File: config.mk
export PLATFORM = sky130hd
export DESIGN_NAME = ram_port_arbiter
export DESIGN_NICKNAME = d
export VERILOG_FILES = /design/src/rtl/ram_port_arbiter.sv
export SDC_FILE = /design/constraint.sdc
export NUM_CORES = 1
export LEC_CHECK = 0
export ABC_AREA = 1
export CAP_MARGIN = 20
export CELL_PAD_IN_SITES_DETAIL_PLACEMENT = 0
export CELL_PAD_IN_SITES_GLOBAL_PLACEMENT = 2
export CORE_ASPECT_RATIO = 1.5
export CORE_MARGIN = 2
export CORE_UTILIZATION = 19
export CTS_BUF_LIST = sky130_fd_sc_hd__clkbuf_4
export DETAILED_ROUTE_END_ITERATION = 8
export GPL_TIMING_DRIVEN = 1
export PLACE_DENSITY_LB_ADDON = 0.1
export SYNTH_ARGS = -nofsm -noshare
export SYNTH_HDL_FRONTEND = slang
export SYNTH_SLANG_ARGS = --single-unit
File: constraint.sdc
create_clock -name clk_100MHz -period 1.6 [get_ports clk_100MHz]
set_input_delay 0.16 -clock clk_100MHz [delete_from_list [all_inputs] [get_ports clk_100MHz]]
set_output_delay 0.16 -clock clk_100MHz [all_outputs]
set_load 0.05 [all_outputs]
File: src/rtl/ram_port_arbiter.sv
// Two-requester arbiter and strobe sequencer for the Ram2Ddr SRAM-style port.
// One 32-bit access at a time: IDLE -> ACCESS -> RECOVER, all outputs registered.
module ram_port_arbiter #(
    parameter int ACCESS_CYCLES  = 27,
    parameter int RECOVER_CYCLES = 3
) (
    input  logic        clk_100MHz,
    input  logic        rstn,
    input  logic        req0,
    input  logic        we0,
    input  logic [26:0] addr0,
    input  logic [31:0] wdata0,
    output logic        ack0,
    input  logic        req1,
    input  logic        we1,
    input  logic [26:0] addr1,
    input  logic [31:0] wdata1,
    output logic        ack1,
    output logic [31:0] rd_data,
    output logic        busy,
    output logic [26:0] ram_a,
    output logic [31:0] ram_dq_i,
    input  logic [31:0] ram_dq_o,
    output logic        ram_cen,
    output logic        ram_oen,
    output logic        ram_wen
);

    localparam int MAX_CYC = (ACCESS_CYCLES > RECOVER_CYCLES) ? ACCESS_CYCLES : RECOVER_CYCLES;
    localparam int CNT_W   = $clog2(MAX_CYC + 1);
    localparam logic [CNT_W-1:0] ACC_LAST = CNT_W'(ACCESS_CYCLES - 1);
    localparam logic [CNT_W-1:0] REC_LAST = CNT_W'(RECOVER_CYCLES - 1);

    typedef enum logic [1:0] {S_IDLE, S_ACCESS, S_RECOVER} state_t;

    state_t           state_q, state_d;
    logic [CNT_W-1:0] cnt_q, cnt_d;
    logic             gnt_q, gnt_d;
    logic             we_q, we_d;
    logic             last_q, last_d;
    logic [26:0]      ram_a_q, ram_a_d;
    logic [31:0]      ram_dq_i_q, ram_dq_i_d;
    logic [31:0]      rd_data_q, rd_data_d;
    logic             cen_q, cen_d;
    logic             oen_q, oen_d;
    logic             wen_q, wen_d;
    logic             ack0_q, ack0_d;
    logic             ack1_q, ack1_d;
    logic             busy_q, busy_d;
    logic             ack_fire;

    always_ff @(posedge clk_100MHz or negedge rstn) begin
        if (!rstn) begin
            state_q    <= S_IDLE;
            cnt_q      <= '0;
            gnt_q      <= 1'b0;
            we_q       <= 1'b0;
            last_q     <= 1'b1;
            ram_a_q    <= '0;
            ram_dq_i_q <= '0;
            rd_data_q  <= '0;
            cen_q      <= 1'b1;
            oen_q      <= 1'b1;
            wen_q      <= 1'b1;
            ack0_q     <= 1'b0;
            ack1_q     <= 1'b0;
            busy_q     <= 1'b0;
        end else begin
            state_q    <= state_d;
            cnt_q      <= cnt_d;
            gnt_q      <= gnt_d;
            we_q       <= we_d;
            last_q     <= last_d;
            ram_a_q    <= ram_a_d;
            ram_dq_i_q <= ram_dq_i_d;
            rd_data_q  <= rd_data_d;
            cen_q      <= cen_d;
            oen_q      <= oen_d;
            wen_q      <= wen_d;
            ack0_q     <= ack0_d;
            ack1_q     <= ack1_d;
            busy_q     <= busy_d;
        end
    end

    // Requester 1 wins only when alone or when requester 0 was served last.
    always_comb begin
        state_d = state_q;
        cnt_d   = cnt_q;
        gnt_d   = gnt_q;
        we_d    = we_q;
        last_d  = last_q;
        case (state_q)
            S_IDLE: begin
                if (req0 || req1) begin
                    gnt_d   = req1 && (!req0 || !last_q);
                    last_d  = gnt_d;
                    we_d    = gnt_d ? we1 : we0;
                    cnt_d   = '0;
                    state_d = S_ACCESS;
                end
            end
            S_ACCESS: begin
                if (cnt_q == ACC_LAST) begin
                    cnt_d   = '0;
                    state_d = S_RECOVER;
                end else begin
                    cnt_d = cnt_q + 1'b1;
                end
            end
            S_RECOVER: begin
                if (cnt_q == REC_LAST) begin
                    cnt_d   = '0;
                    state_d = S_IDLE;
                end else begin
                    cnt_d = cnt_q + 1'b1;
                end
            end
            default: state_d = S_IDLE;
        endcase
    end

    // Outputs are derived from the next state so the registered pins line up with it.
    always_comb begin
        ram_a_d    = ram_a_q;
        ram_dq_i_d = ram_dq_i_q;
        rd_data_d  = rd_data_q;
        if (state_q == S_IDLE && state_d == S_ACCESS) begin
            ram_a_d    = gnt_d ? addr1 : addr0;
            ram_dq_i_d = gnt_d ? wdata1 : wdata0;
        end
        if (state_q == S_ACCESS && state_d == S_RECOVER && !we_q) begin
            rd_data_d = ram_dq_o;
        end
        cen_d    = (state_d != S_ACCESS);
        oen_d    = !(state_d == S_ACCESS && !we_d);
        wen_d    = !(state_d == S_ACCESS && we_d);
        ack_fire = (state_d == S_RECOVER) && (cnt_d == REC_LAST);
        ack0_d   = ack_fire && !gnt_d;
        ack1_d   = ack_fire && gnt_d;
        busy_d   = (state_d != S_IDLE);
    end

    assign ack0     = ack0_q;
    assign ack1     = ack1_q;
    assign rd_data  = rd_data_q;
    assign busy     = busy_q;
    assign ram_a    = ram_a_q;
    assign ram_dq_i = ram_dq_i_q;
    assign ram_cen  = cen_q;
    assign ram_oen  = oen_q;
    assign ram_wen  = wen_q;

endmodule

==> metrics.cfg <==
[cts]
clockBufferDepth=2
htree_levels=3
cts_tree=built
path_clk_slew_ns=0.17
cts_buffers=9
clock_latency_ns=0.52
cts_sinks=107
cts-root-buf=clkbuf_4

[setup_path]
path_buf_inv=4
worst_setup_path_end_kind=flip-flop
cp.arrival_ns=2.08
slowest_stage=dfrtp_2
slowest_delay_ns=0.47
cpMostUsedCell=buf_12
crit_chain=nor2_4, inv_2, o21ai_4, nand2_8, clkinv_8, buf_12, buf_12, nand2_4, a31oi_4
start_kind=flip-flop
path_max_fanout=6
crit_type=flip-flop to flip-flop
required_ns=2.05
cp_top_family=flip-flops

[placement]
place.gp.congestion=0.729
dpl.hpwl_mm=13.0
portBuffers=252
place_area_sq_um=7540
pre_cts_ws_ns=-0.181
placedCellCount=1133

[pwr]
comb_power_share_pct=65.0
vdd_ir_drop_max_mv=0.878
p_sw_share_pct=50.8
p_clk_share_pct=8.9
cellInternalPower_mw=8.45
p_per_area_nw_per_um2=2000
leakage_nw=3.77
p_sw_mw=8.74
p_seq_share_pct=26.0

[timing]
finalSetupTns_ns=-0.234
finClkSkew_ns=0.0241
grt_setup_unrepaired=yes
period_needed_ns=1.63
tightest_slew_ns=0.320
finalCritPeriodShare_pct=102
maxSlewHeadroom_pct=78.6
hold_violations=0
timing.fmax_ghz=0.614
maxSlewViolCount=0
fin_ws_ns=-0.0291
setup_viol=24

[synth]
ys_seq_area_share_pct=56.6
syn_inst=565
avgSynthCellArea_sq_um=8.39
syn_area_sq_um=4740
yosysUniqueCellTypes=21
yosys_warnings=0
syn_nets=723
ys_ff_latch=107

[detailed_routing]
drt_iter0_markers=139
drtPass1Iterations=4
totalWireLength_mm=19.7
drt-vias-per-instance=4.25
drcViolationCount=0
num_vias=5000
wl_per_cell_microns=16.7
ant_nets=0

[final_layout]
syn_to_final_growth_pct=81.2
nFillCells=2516
finalNetCount=1005
drive_gt1_share_pct=32.2
multi_input_area_sq_um=2210
regArea_sq_um=2680
fin_cells=1177
final_area_sq_um=8590

[floorplanning]
die_w_microns=133
ios=253
die_area_sq_um=26200
start_util_pct=19.4
die_y_microns=197
row_count=70
core-area_sq_um=24400

[global_route]
grt_max_degree=58
grt_pass1_wl_mm=29.1
antenna_found_initial=1
grt_use_total_pct=14.4
grt_pass1_vias=5166
grt_overflow=0

[run_status]
violations=negative setup slack
outcome=finished, violations left

[worst_hold_path]
hold_path_class=input pin to flip-flop

[flow_run]
drv_cap=0

-- state kept, by name (all words and copies together) (netlist names) --
register and count:
ram_cen 1, ack1 1, ack0 1, ram_wen 1
last_q 1, busy 1, we_q 1, state_q 2
cnt_q 5, ram_a 27, ram_dq_i 32, rd_data 32
gnt_q 1, ram_oen 1
-- worst paths after layout --
kind	cells past startpoint	to	slack, ns	start
worst max-delay path	9	ram_a[5]	-0.03	state_q[0]
worst min-delay path	3	ram_dq_i[17]	0.17	wdata0[17]
worst max register to register	9	ram_a[5]	-0.03	state_q[0]
worst min register to register	2	rd_data[14]	0.50	rd_data[14]
max in group asynchronous	4	ram_dq_i[19]	0.13	rstn
min in group asynchronous	3	ram_dq_i[14]	0.56	rstn
-- layout by cell type (no fill, tap or decap), drive strengths merged --
cell type,n
a31oi,60
and2,1
buf,144
bufinv,1
clkbuf,18
clkdlybuf4s50,154
clkinv,2
clkinvlp,1
dfrtp,103
dfstp,4
diode,1
dlygate4sd3,3
ha,2
inv,19
nand2,214
nand3,43
nand4,2
nor2,76
o21ai,4
or2,1
-- cell type report --
cell class / instances / area share, %
Antenna cell: 1 / 0.0291
Clock inverter: 3 / 0.495
Timing Repair Buffer: 306 / 35.6
Tap cell: 324 / 4.72
Inverter: 20 / 1.05
Sequential cell: 107 / 31.3
Clock buffer: 13 / 1.14
Multi-Input combinational cell: 403 / 25.7
-- cell families (layout without fill, tap and decap cells) --
group | count (synthesis) | after routing | synth area share, %
DFF | 107 | 107 | 56.6
other | 0 | 1 | 0
and+or+nand+nor | 337 | 337 | 28.4
buffers and inverters | 55 | 342 | 5.91
adders and majority gates | 2 | 2 | 0.528
AOI/OAI and AO/OA | 64 | 64 | 8.58
-- metal layers --
layer  wire length (microns)  up-vias  global-route usage, %
met5                       0        -                      0
met4                     319        0                   5.02
met3                    1400       21                   4.67
met2                   10200      182                   26.2
met1                    7750     2395                   15.6
li1                        -     2402                      -
-- what timing repair did --
item	4_1_cts	5_1_grt
setup endpoints to repair	82	90
endpoints found under the hold margin	107	0
buffers inserted	7	10
cloned	5	5
pin swaps	5	20
hold buffers	3	0
resized for setup	40	102
-- power groups by stage --
stage	combinational [mW]	clock, mW	sequential, mW
finish	11.2	1.53	4.48
global route	12.0	1.70	4.64
CTS	10.3	1.62	4.47
detailed placement	9.60	0	4.48
global placement	9.53	0	4.48
floorplan	2.89	0	7.63
-- worst register-to-register path: stages, from the launching register on --
cell and delay (ns):
dfrtp_2 0.47, nor2_4 0.17, inv_2 0.08, o21ai_4 0.20
nand2_8 0.09, clkinv_8 0.09, buf_12 0.12, buf_12 0.13
nand2_4 0.06, a31oi_4 0.14
-- through the flow --
step           power, mW  util (%)  hold slack, ns
6_report            17.2      35.1           0.172
3_3_place_gp        14.0      30.9          0.0206
5_1_grt             18.3      35.1           0.131
2_1_floorplan       10.5         -          -0.136
3_5_place_dp        14.1      30.9          0.0194
4_1_cts             16.4      32.9           0.112
-- cells in the mapped netlist (all sizes together) --
library cell  count  area, sq um
buf              32          194
nand3            43          215
or2               1         6.26
nand4             2         12.5
ha                2         25.0
inv              20         75.1
o21ai             4         31.3
clkbuf            3         11.3
nor2             76          295
a31oi            60          375
dfstp             4          105
nand2           214          808
and2              1         6.26
dfrtp           103         2580
Note: power is estimated with default switching activity, not from simulation.
